===== src/rtl/pipelined_cla_adder.sv =====
`default_nettype none
// ============================================================================
// Module : pipelined_cla_adder
// Desc   : Pipelined carry-lookahead add/sub, one register stage per GROUP-bit
//          group, valid/ready handshake. Optional macro: CLA_OVERFLOW_EN.
// Rev    : 1.0
// ============================================================================
module pipelined_cla_adder #(
  parameter int WIDTH = 32,
  parameter int GROUP = 8
) (
  input  logic             clk,
  input  logic             rst_n,
  input  logic             in_valid,
  output logic             in_ready,
  input  logic [WIDTH-1:0] a,
  input  logic [WIDTH-1:0] b,
  input  logic             cin,
  input  logic             sub,
  output logic             out_valid,
  input  logic             out_ready,
  output logic [WIDTH-1:0] sum,
  output logic             carry,
  output logic             overflow
);

  localparam int NGRP = WIDTH / GROUP;

  // Two-level lookahead: every carry is an OR of generate terms gated by the
  // propagate run above them, with no ripple dependency between carries.
  function automatic logic [GROUP:0] f_lookahead(input logic [GROUP-1:0] p,
                                                 input logic [GROUP-1:0] g,
                                                 input logic             ci);
    logic [GROUP:0] c;
    logic           term;
    c    = '0;
    c[0] = ci;
    for (int i = 0; i < GROUP; i++) begin
      term = ci;
      for (int m = 0; m <= i; m++) term = term & p[m];
      c[i+1] = term;
      for (int j = 0; j <= i; j++) begin
        term = g[j];
        for (int m = j + 1; m <= i; m++) term = term & p[m];
        c[i+1] = c[i+1] | term;
      end
    end
    return c;
  endfunction

  logic             w_adv;
  logic [WIDTH-1:0] w_b_eff;
  logic [WIDTH-1:0] w_p0;
  logic [WIDTH-1:0] w_g0;
  logic             w_c0;

  assign w_adv    = !out_valid || out_ready;
  assign in_ready = w_adv;
  assign w_b_eff  = sub ? ~b : b;
  assign w_c0     = sub | cin;
  assign w_p0     = a ^ w_b_eff;
  assign w_g0     = a & w_b_eff;

  // r_x carries finished sum bits below the current group and propagate bits
  // from the current group upward; r_g holds generate bits of pending groups.
  for (genvar k = 0; k < NGRP; k++) begin : g_stage
    localparam int LO = k * GROUP;
    localparam int HI = LO + GROUP - 1;

    logic [WIDTH-1:0] w_xi;
    logic [WIDTH-1:0] w_xo;
    logic [WIDTH-1:LO] w_gi;
    logic             w_ci;
    logic             w_vi;
    logic [GROUP:0]   w_cg;
    logic [WIDTH-1:0] r_x;
    logic             r_c;
    logic             r_v;

    if (k == 0) begin : g_first
      assign w_xi = w_p0;
      assign w_gi = w_g0;
      assign w_ci = w_c0;
      assign w_vi = in_valid;
    end else begin : g_next
      assign w_xi = g_stage[k-1].r_x;
      assign w_gi = g_stage[k-1].g_pend.r_g;
      assign w_ci = g_stage[k-1].r_c;
      assign w_vi = g_stage[k-1].r_v;
    end

    assign w_cg = f_lookahead(w_xi[HI:LO], w_gi[HI:LO], w_ci);

    always_comb begin
      w_xo        = w_xi;
      w_xo[HI:LO] = w_xi[HI:LO] ^ w_cg[GROUP-1:0];
    end

    always_ff @(posedge clk or negedge rst_n) begin
      if (!rst_n) begin
        r_x <= '0;
        r_c <= 1'b0;
        r_v <= 1'b0;
      end else if (w_adv) begin
        r_x <= w_xo;
        r_c <= w_cg[GROUP];
        r_v <= w_vi;
      end
    end

    if (k == NGRP - 1) begin : g_last
      assign sum       = r_x;
      assign carry     = r_c;
      assign out_valid = r_v;
`ifdef CLA_OVERFLOW_EN
      logic r_ovf;
      always_ff @(posedge clk or negedge rst_n) begin
        if (!rst_n)     r_ovf <= 1'b0;
        else if (w_adv) r_ovf <= w_cg[GROUP] ^ w_cg[GROUP-1];
      end
      assign overflow = r_ovf;
`else
      assign overflow = 1'b0;
`endif
    end else begin : g_pend
      logic [WIDTH-1:LO+GROUP] r_g;
      always_ff @(posedge clk or negedge rst_n) begin
        if (!rst_n)     r_g <= '0;
        else if (w_adv) r_g <= w_gi[WIDTH-1:LO+GROUP];
      end
    end
  end

endmodule
`default_nettype wire

===== config.mk =====
export PLATFORM = sky130hd
export DESIGN_NAME = pipelined_cla_adder
export DESIGN_NICKNAME = d
export VERILOG_FILES = /design/src/rtl/pipelined_cla_adder.sv
export SDC_FILE = /design/constraint.sdc
export NUM_CORES = 1
export LEC_CHECK = 0
export ABC_AREA = 0
export CAP_MARGIN = 0
export CORE_ASPECT_RATIO = 2
export CORE_MARGIN = 1.5
export CORE_UTILIZATION = 40
export DETAILED_ROUTE_END_ITERATION = 12
export SYNTH_ARGS = -nofsm -noshare
export SYNTH_HDL_FRONTEND = slang
export SYNTH_SLANG_ARGS = --single-unit

===== constraint.sdc =====
create_clock -name clk -period 1.54 [get_ports clk]
set_input_delay 0.231 -clock clk [delete_from_list [all_inputs] [get_ports clk]]
set_output_delay 0.231 -clock clk [all_outputs]
set_load 0.02 [all_outputs]

==> metrics.txt, run 1 <==
status finished with violations; Final #Nets 1,171; Slew Viols, Final 0; Avg Cell Area, Syn 9.05 µm²; die area 21,500 µm²; switching part of the total power 35.8%; area grow syn2layout 34.7%; flop-to-flop setup slack -0.13 ns; sequential power share 40.4%; grt total ovfl 0; initial antenna violation count 1; Routed Antenna Nets 0; Comb power frac 38.1%; register area share after synthesis 55.9%; Yosys reg bits 184; most common cell after layout, fill and taps aside nand2_1; per-cell routed wire length 12.5 µm; Clk Latency, worst-skew pair 0.43 ns; all-layer global routing usage 16.8%; Initial Utilization 40.6%; commonest cells after routing, fill and taps aside nand2_1 (459), dfrtp_1 (184), buf_4 (57), clkdlybuf4s50_1 (55), xor2_1 (39); num ports 106; power share of the clock group 21.4%; Min Clock Period, post-route 1.67 ns; final worst slack -0.126 ns; first-pass GRT wire length 28,800 µm; die width 104 µm; largest net degree at the start of global routing 61; worst path required time 1.85 ns; RSZ-0062 raised after global routing true; final worst-path cycle share 108%; Main synth FF type dfrtp_1; reg2reg path depth 6; Vias 6,111; Clock Tree Buf Depth 2; Post-synth ARST share 100%; met1 Resource Use GR 20.4%; setup violators final 11; maximum VDD drop 0.683 mV; cell area after layout 11,100 µm²; number of global-route vias before repair 5,954; Pre-antenna DRT Iters 4; Area after DPL 10,100 µm²; Inserted Clock Buffers 17; Synthesized Nets 1,017; LEAKAGE 5.68 nW; worst min-delay path category in2async; Crit Reg-Reg Startpoint g_stage[2].r_x[24]; GRT busiest layer met2; number of enable flip-flop cells after synthesis 0; global placer's final weighted congestion 0.809; Via density 4.55; Critical Path AT 1.97 ns; Root Driver clkbuf_16; Crit Path Max Fanout 4; clk slew on worst S/H paths 0.07 ns; Warnings, synthesis 0; final hold slack 0.298 ns; CP Launch Type flip-flop; max cap viols 0; Core Rows 74; Fillers 1,867; CTS H-tree depth 4; Max Fclk 600 MHz; grt met3 use 2.55%; post-synthesis instance area 8240 µm²; P_int 0.0129 W; violated checks setup timing; net load switching power 0.00723 W; Total Wirelength 16,800 µm; final setup skew 0.0137 ns; met2 usage 29.5%; Die H 206 µm; post-synthesis cell type count 28; area of the core 20,300 µm²; CP Class reg2reg; pwr dens 1820 nW/µm²; DR iter-0 viols 223; RR Endpoint sum[31]; share of cells above drive strength 1 14.8%; post-synthesis cell count 910; Setup crit end kind flip-flop; Detailed Place HPWL 11,900 µm; placed insts 1,295; # clock sinks 184; post-route insts no fill 1,344; PortBufs 104; drc violations 0; final hold vios 0; CTS tree done
power groups by stage:
stage	sequential (W)	clock, W	combinational, W
2_1_floorplan	0.00855	0	0.00385
3_3_place_gp	0.00817	0	0.00732
3_5_place_dp	0.00821	0	0.00748
4_1_cts	0.00817	0.00446	0.00758
5_1_grt	0.00847	0.00464	0.00864
6_report	0.00816	0.00433	0.00769
synth_stat cells (5+ instances only):
cell	instances	share of area, %
dfrtp_1	184	56
a21oi_1	26	1.6
o31ai_1	7	0.64
inv_1	8	0.36
nor2_1	29	1.3
a21o_1	9	0.82
nand2b_1	5	0.38
clkbuf_1	37	1.7
nand2_1	459	21
ha_1	36	5.5
xnor2_1	9	0.96
nor3_1	9	0.55
o21ai_0	17	1.0
xor2_1	44	4.7
buf_2	6	0.36
stage by stage:
step	total power, W	TNS (ns)	utilization, %	setup slack (ns)
after CTS	0.0202	-0.897	53.7	-0.127
after floorplan	0.0124	-1.85	-	-0.358
final	0.0202	-0.702	54.7	-0.126
after global routing	0.0217	-2.27	54.7	-0.235
after global placement	0.0155	-7.33	49.8	-0.731
after detailed placement	0.0157	-8.78	49.8	-0.808
metal layers:
| metal | vias to the layer above | part of all wire [%] |
|---|---|---|
| li1 | 3187 | - |
| met1 | 2822 | 43 |
| met2 | 81 | 53 |
| met3 | 21 | 2.0 |
| met4 | 0 | 2.3 |
| met5 | - | 0 |
registers in the layout, summed over array words and instances (netlist names):
signal,count
g_stage.r_x,96
g_stage.g_pend.r_g,48
sum,32
g_stage.r_c,3
g_stage.r_v,3
carry,1
out_valid,1
worst max-delay path, cell delays in order (launching register included):
cell,delay (ns)
dfrtp_1,0.40
ha_4,0.18
o21ai_4,0.06
a2111oi_4,0.45
a31o_2,0.26
xnor2_1,0.12
a21oi_1,0.08
cell type report:
| class | count | area, µm² | share of cell area [%] |
|---|---|---|---|
| clock buffers | 20 | 447 | 4.03 |
| inverters | 8 | 35.0 | 0.316 |
| clock inverters | 12 | 141 | 1.27 |
| multi-input cells | 672 | 3720 | 33.6 |
| repair buffers | 181 | 1810 | 16.3 |
| well taps | 266 | 333 | 3.00 |
| diodes | 1 | 2.50 | 0.0226 |
| flip-flops and latches | 184 | 4600 | 41.5 |
kinds of logic (layout without fill, tap and decap cells):
group,Yosys count,after routing,synth area share (%)
other,1,2,0.0455
xor gates and xnor gates,53,53,5.64
buffers and inverters,54,221,2.60
and+or+nand+nor,506,506,23.6
DFF,184,184,55.9
AOI/OAI and AO/OA,75,75,6.53
adders and majority gates,37,37,5.71
worst max path at each step:
stage / start / end / slack (ns) / cells past startpoint
floorplan: sub / g_stage[0].r_x[7] / -0.36 / 9
global placement: b[0] / g_stage[0].r_x[4] / -0.73 / 9
detailed placement: b[0] / g_stage[0].r_x[4] / -0.81 / 9
CTS: g_stage[0].r_c / g_stage[1].r_x[15] / -0.13 / 6
global route: g_stage[2].r_x[24] / sum[31] / -0.23 / 6
finish: g_stage[2].r_x[24] / sum[31] / -0.13 / 6
repair_timing:
item,CTS,global route
setup buffers,7,8
gates resized for setup,92,24
pin swaps,46,27
hold buffers,1,0
setup endpoints to repair,60,29
endpoints found under the hold margin,39,0
Power figures use the tool's default switching activity.
==> inputs of run 2 (changes only) <==
--- a/config.mk
+++ b/config.mk
@@ -9,8 +9,10 @@
 export CAP_MARGIN = 0
 export CORE_ASPECT_RATIO = 2
 export CORE_MARGIN = 1.5
-export CORE_UTILIZATION = 40
+export CORE_UTILIZATION = 50
 export DETAILED_ROUTE_END_ITERATION = 12
+export HOLD_SLACK_MARGIN = 0.02
+export PLACE_DENSITY = 0.76
 export SYNTH_ARGS = -nofsm -noshare
 export SYNTH_HDL_FRONTEND = slang
 export SYNTH_SLANG_ARGS = --single-unit
==> run 2 against run 1 <==
Effect of this change: the flow still finishes with violations (setup timing); routed wire length up 4.1%; sequential cell count unchanged; fmax down 4.5%; sequential power up 1%; critical path type unchanged; largest cell class unchanged; largest power group unchanged.
==> metrics.txt, run 2 (synthesized netlist as in run 1, its figures left out) <==
status finished with violations; violated checks setup timing; Die H 185 µm (-10%); Fillers 1,267 (-32%); drc violations 0 (unchanged); Crit-path slowest cell a2111oi_4; max reg flops 96 (unchanged); final hold vios 0 (unchanged); Via density 5.02 (+10%); share of cells above drive strength 1 14.8% (about the same); post-route core utilization 67.4% (+13 points); Slew Viols, Final 0 (unchanged); # clock sinks 184 (unchanged); Cell Chain, Critical Path ha_4, o21ai_4, a2111oi_4, a31o_1, xnor2_2, a21oi_1; final worst-path cycle share 113% (+5.1 points); setup violators final 20 (+9); DR iter-0 viols 304 (+36%); clk slew on worst S/H paths 0.07 ns (about the same); final worst slack -0.204 ns (-0.0781 ns); grt total ovfl 0 (unchanged); first-pass GRT wire length 29,100 µm (+1.2%); commonest cells after routing, fill and taps aside nand2_1 (459), dfrtp_1 (184), clkdlybuf4s50_1 (57), buf_4 (45), xor2_1 (38); net load switching power 0.00756 W (+4.6%); all-layer global routing usage 21.4% (+4.6 points); crit-path max cell delay 0.45 ns (about the same); Routed Antenna Nets 0 (unchanged); initial antenna violation count 0 (-1); Clock Tree Buf Depth 2 (unchanged); pwr dens 1860 nW/µm² (+2.4%); P_int 0.0127 W (-1.5%); num ports 106 (unchanged); Core Rows 66 (-11%); most common cell after layout, fill and taps aside nand2_1; number of global-route vias before repair 6,292 (+5.7%); Inserted Diodes 0 (-1); max cap viols 0 (unchanged); Inserted Clock Buffers 17 (unchanged); Final #Nets 1,157 (-1.2%); Setup crit end kind flip-flop; Detailed Place HPWL 11,200 µm (-5.6%); PortBufs 104 (unchanged); Crit Path Max Fanout 4 (unchanged); CP Class reg2reg; switching part of the total power 37.2% (+1.4 points); area grow syn2layout 32.4%; CTS tree done; largest net degree at the start of global routing 72 (+18%); RSZ-0062 raised after global routing true; CP Launch Type flip-flop; Critical Path AT 2.06 ns (+0.09 ns); Initial Utilization 50.9% (+10 points); CTS H-tree depth 4 (unchanged); maximum VDD drop 1.00 mV (+47%); Max Fclk 573 MHz (-4.5%); Comb power frac 37.4% (-0.7 points); global placer's final weighted congestion 0.787 (-2.7%); worst min-delay path category in2async; area of the core 16,200 µm² (-20%); Min Clock Period, post-route 1.74 ns (+0.0781 ns); largest register by flop count g_stage.r_x; power share of the clock group 21.9% (+0.5 points); Vias 6,356 (+4.0%); Root Driver clkbuf_16; Pre-antenna DRT Iters 7 (+3); flop-to-flop setup slack -0.20 ns (-0.08 ns); die area 17,300 µm² (-20%); final hold slack 0.298 ns (-0.000266 ns); Total Wirelength 17,500 µm (+4.1%); Clk Latency, worst-skew pair 0.43 ns (about the same); final setup skew 0.00573 ns (-0.00800 ns); per-cell routed wire length 13.8 µm (+10%); die width 93.8 µm (-10%); LEAKAGE 5.59 nW (-1.4%); cell area after layout 10,900 µm² (-1.7%); Area after DPL 9830 µm² (-2.7%); sequential power share 40.7% (+0.3 points); Place WS -0.811 ns (-0.00377 ns); worst path required time 1.85 ns (about the same)
run 2: cell count changes in the layout (fill, tap and decap cells not counted), sizes merged, moves of 2 or more:
cell / previous run / this run
dlymetal6s2s: 5 / 3
clkdlybuf4s50: 55 / 57
buf: 79 / 66
clkbuf: 21 / 19
inv: 12 / 16
run 2: per-layer routing:
metal	global-route usage [%]	share of wire (%)	wire length, µm
met5	0	0	0
met4	9.49	3.4	603
met3	3.88	3.3	574
met1	25.5	39	6910
met2	37.2	54	9420
run 2: path summary, 6_finish.rpt:
kind | startpoint | end | cells past startpoint
setup / recovery | g_stage[0].r_x[8] | g_stage[1].r_x[15] | 6
hold / removal | rst_n | g_stage[0].r_x[5] | 2
setup reg to reg | g_stage[0].r_x[8] | g_stage[1].r_x[15] | 6
hold reg to reg | sum[5] | sum[5] | 2
max in group asynchronous | rst_n | g_stage[1].r_x[9] | 3
min in group clk | in_valid | g_stage[0].r_v | 3
run 2: layout make-up:
cell class | instances | area, µm² | share of cell area, %
tap | 204 | 255 | 2.34
sequential | 184 | 4600 | 42.2
multi-input combinational | 672 | 3760 | 34.5
clock inverter | 15 | 179 | 1.64
inverter | 8 | 35.0 | 0.321
clock buffer | 17 | 425 | 3.90
timing repair buffer | 167 | 1640 | 15.0
run 2: repair_timing:
action,in CTS,in global routing
pin swaps,69,52
endpoints found under the hold margin,38,0
setup buffers,14,6
hold buffers,1,0
gates cloned,0,0
endpoints found under the setup margin,57,28
resized for setup,103,30
run 2: metrics by stage:
stage | cells | total power (W) | TNS [ns]
after detailed placement | 1215 | 0.0153 | -10.27
after CTS | 1262 | 0.0201 | -2.02
final | 1267 | 0.0203 | -1.51
after global placement | 1215 | 0.0150 | -7.61
after global routing | 1267 | 0.0217 | -3.34
after floorplan | 910 | 0.0124 | -1.85
run 2: worst max-delay path, delay by kind of cell, from the launching register on:
kind	cells	cell delay, ns
fa+ha+maj	1	0.18
compound gates	4	0.88
xor+xnor	1	0.14
flops	1	0.42
run 2: power by group through the flow:
stage	logic, W	registers [W]	clock network, W
after floorplan	0.00385	0.00855	0
after global placement	0.00686	0.00814	0
after detailed placement	0.00709	0.00825	0
after CTS	0.00738	0.00824	0.00449
after global routing	0.00851	0.00853	0.00471
final	0.00759	0.00828	0.00445
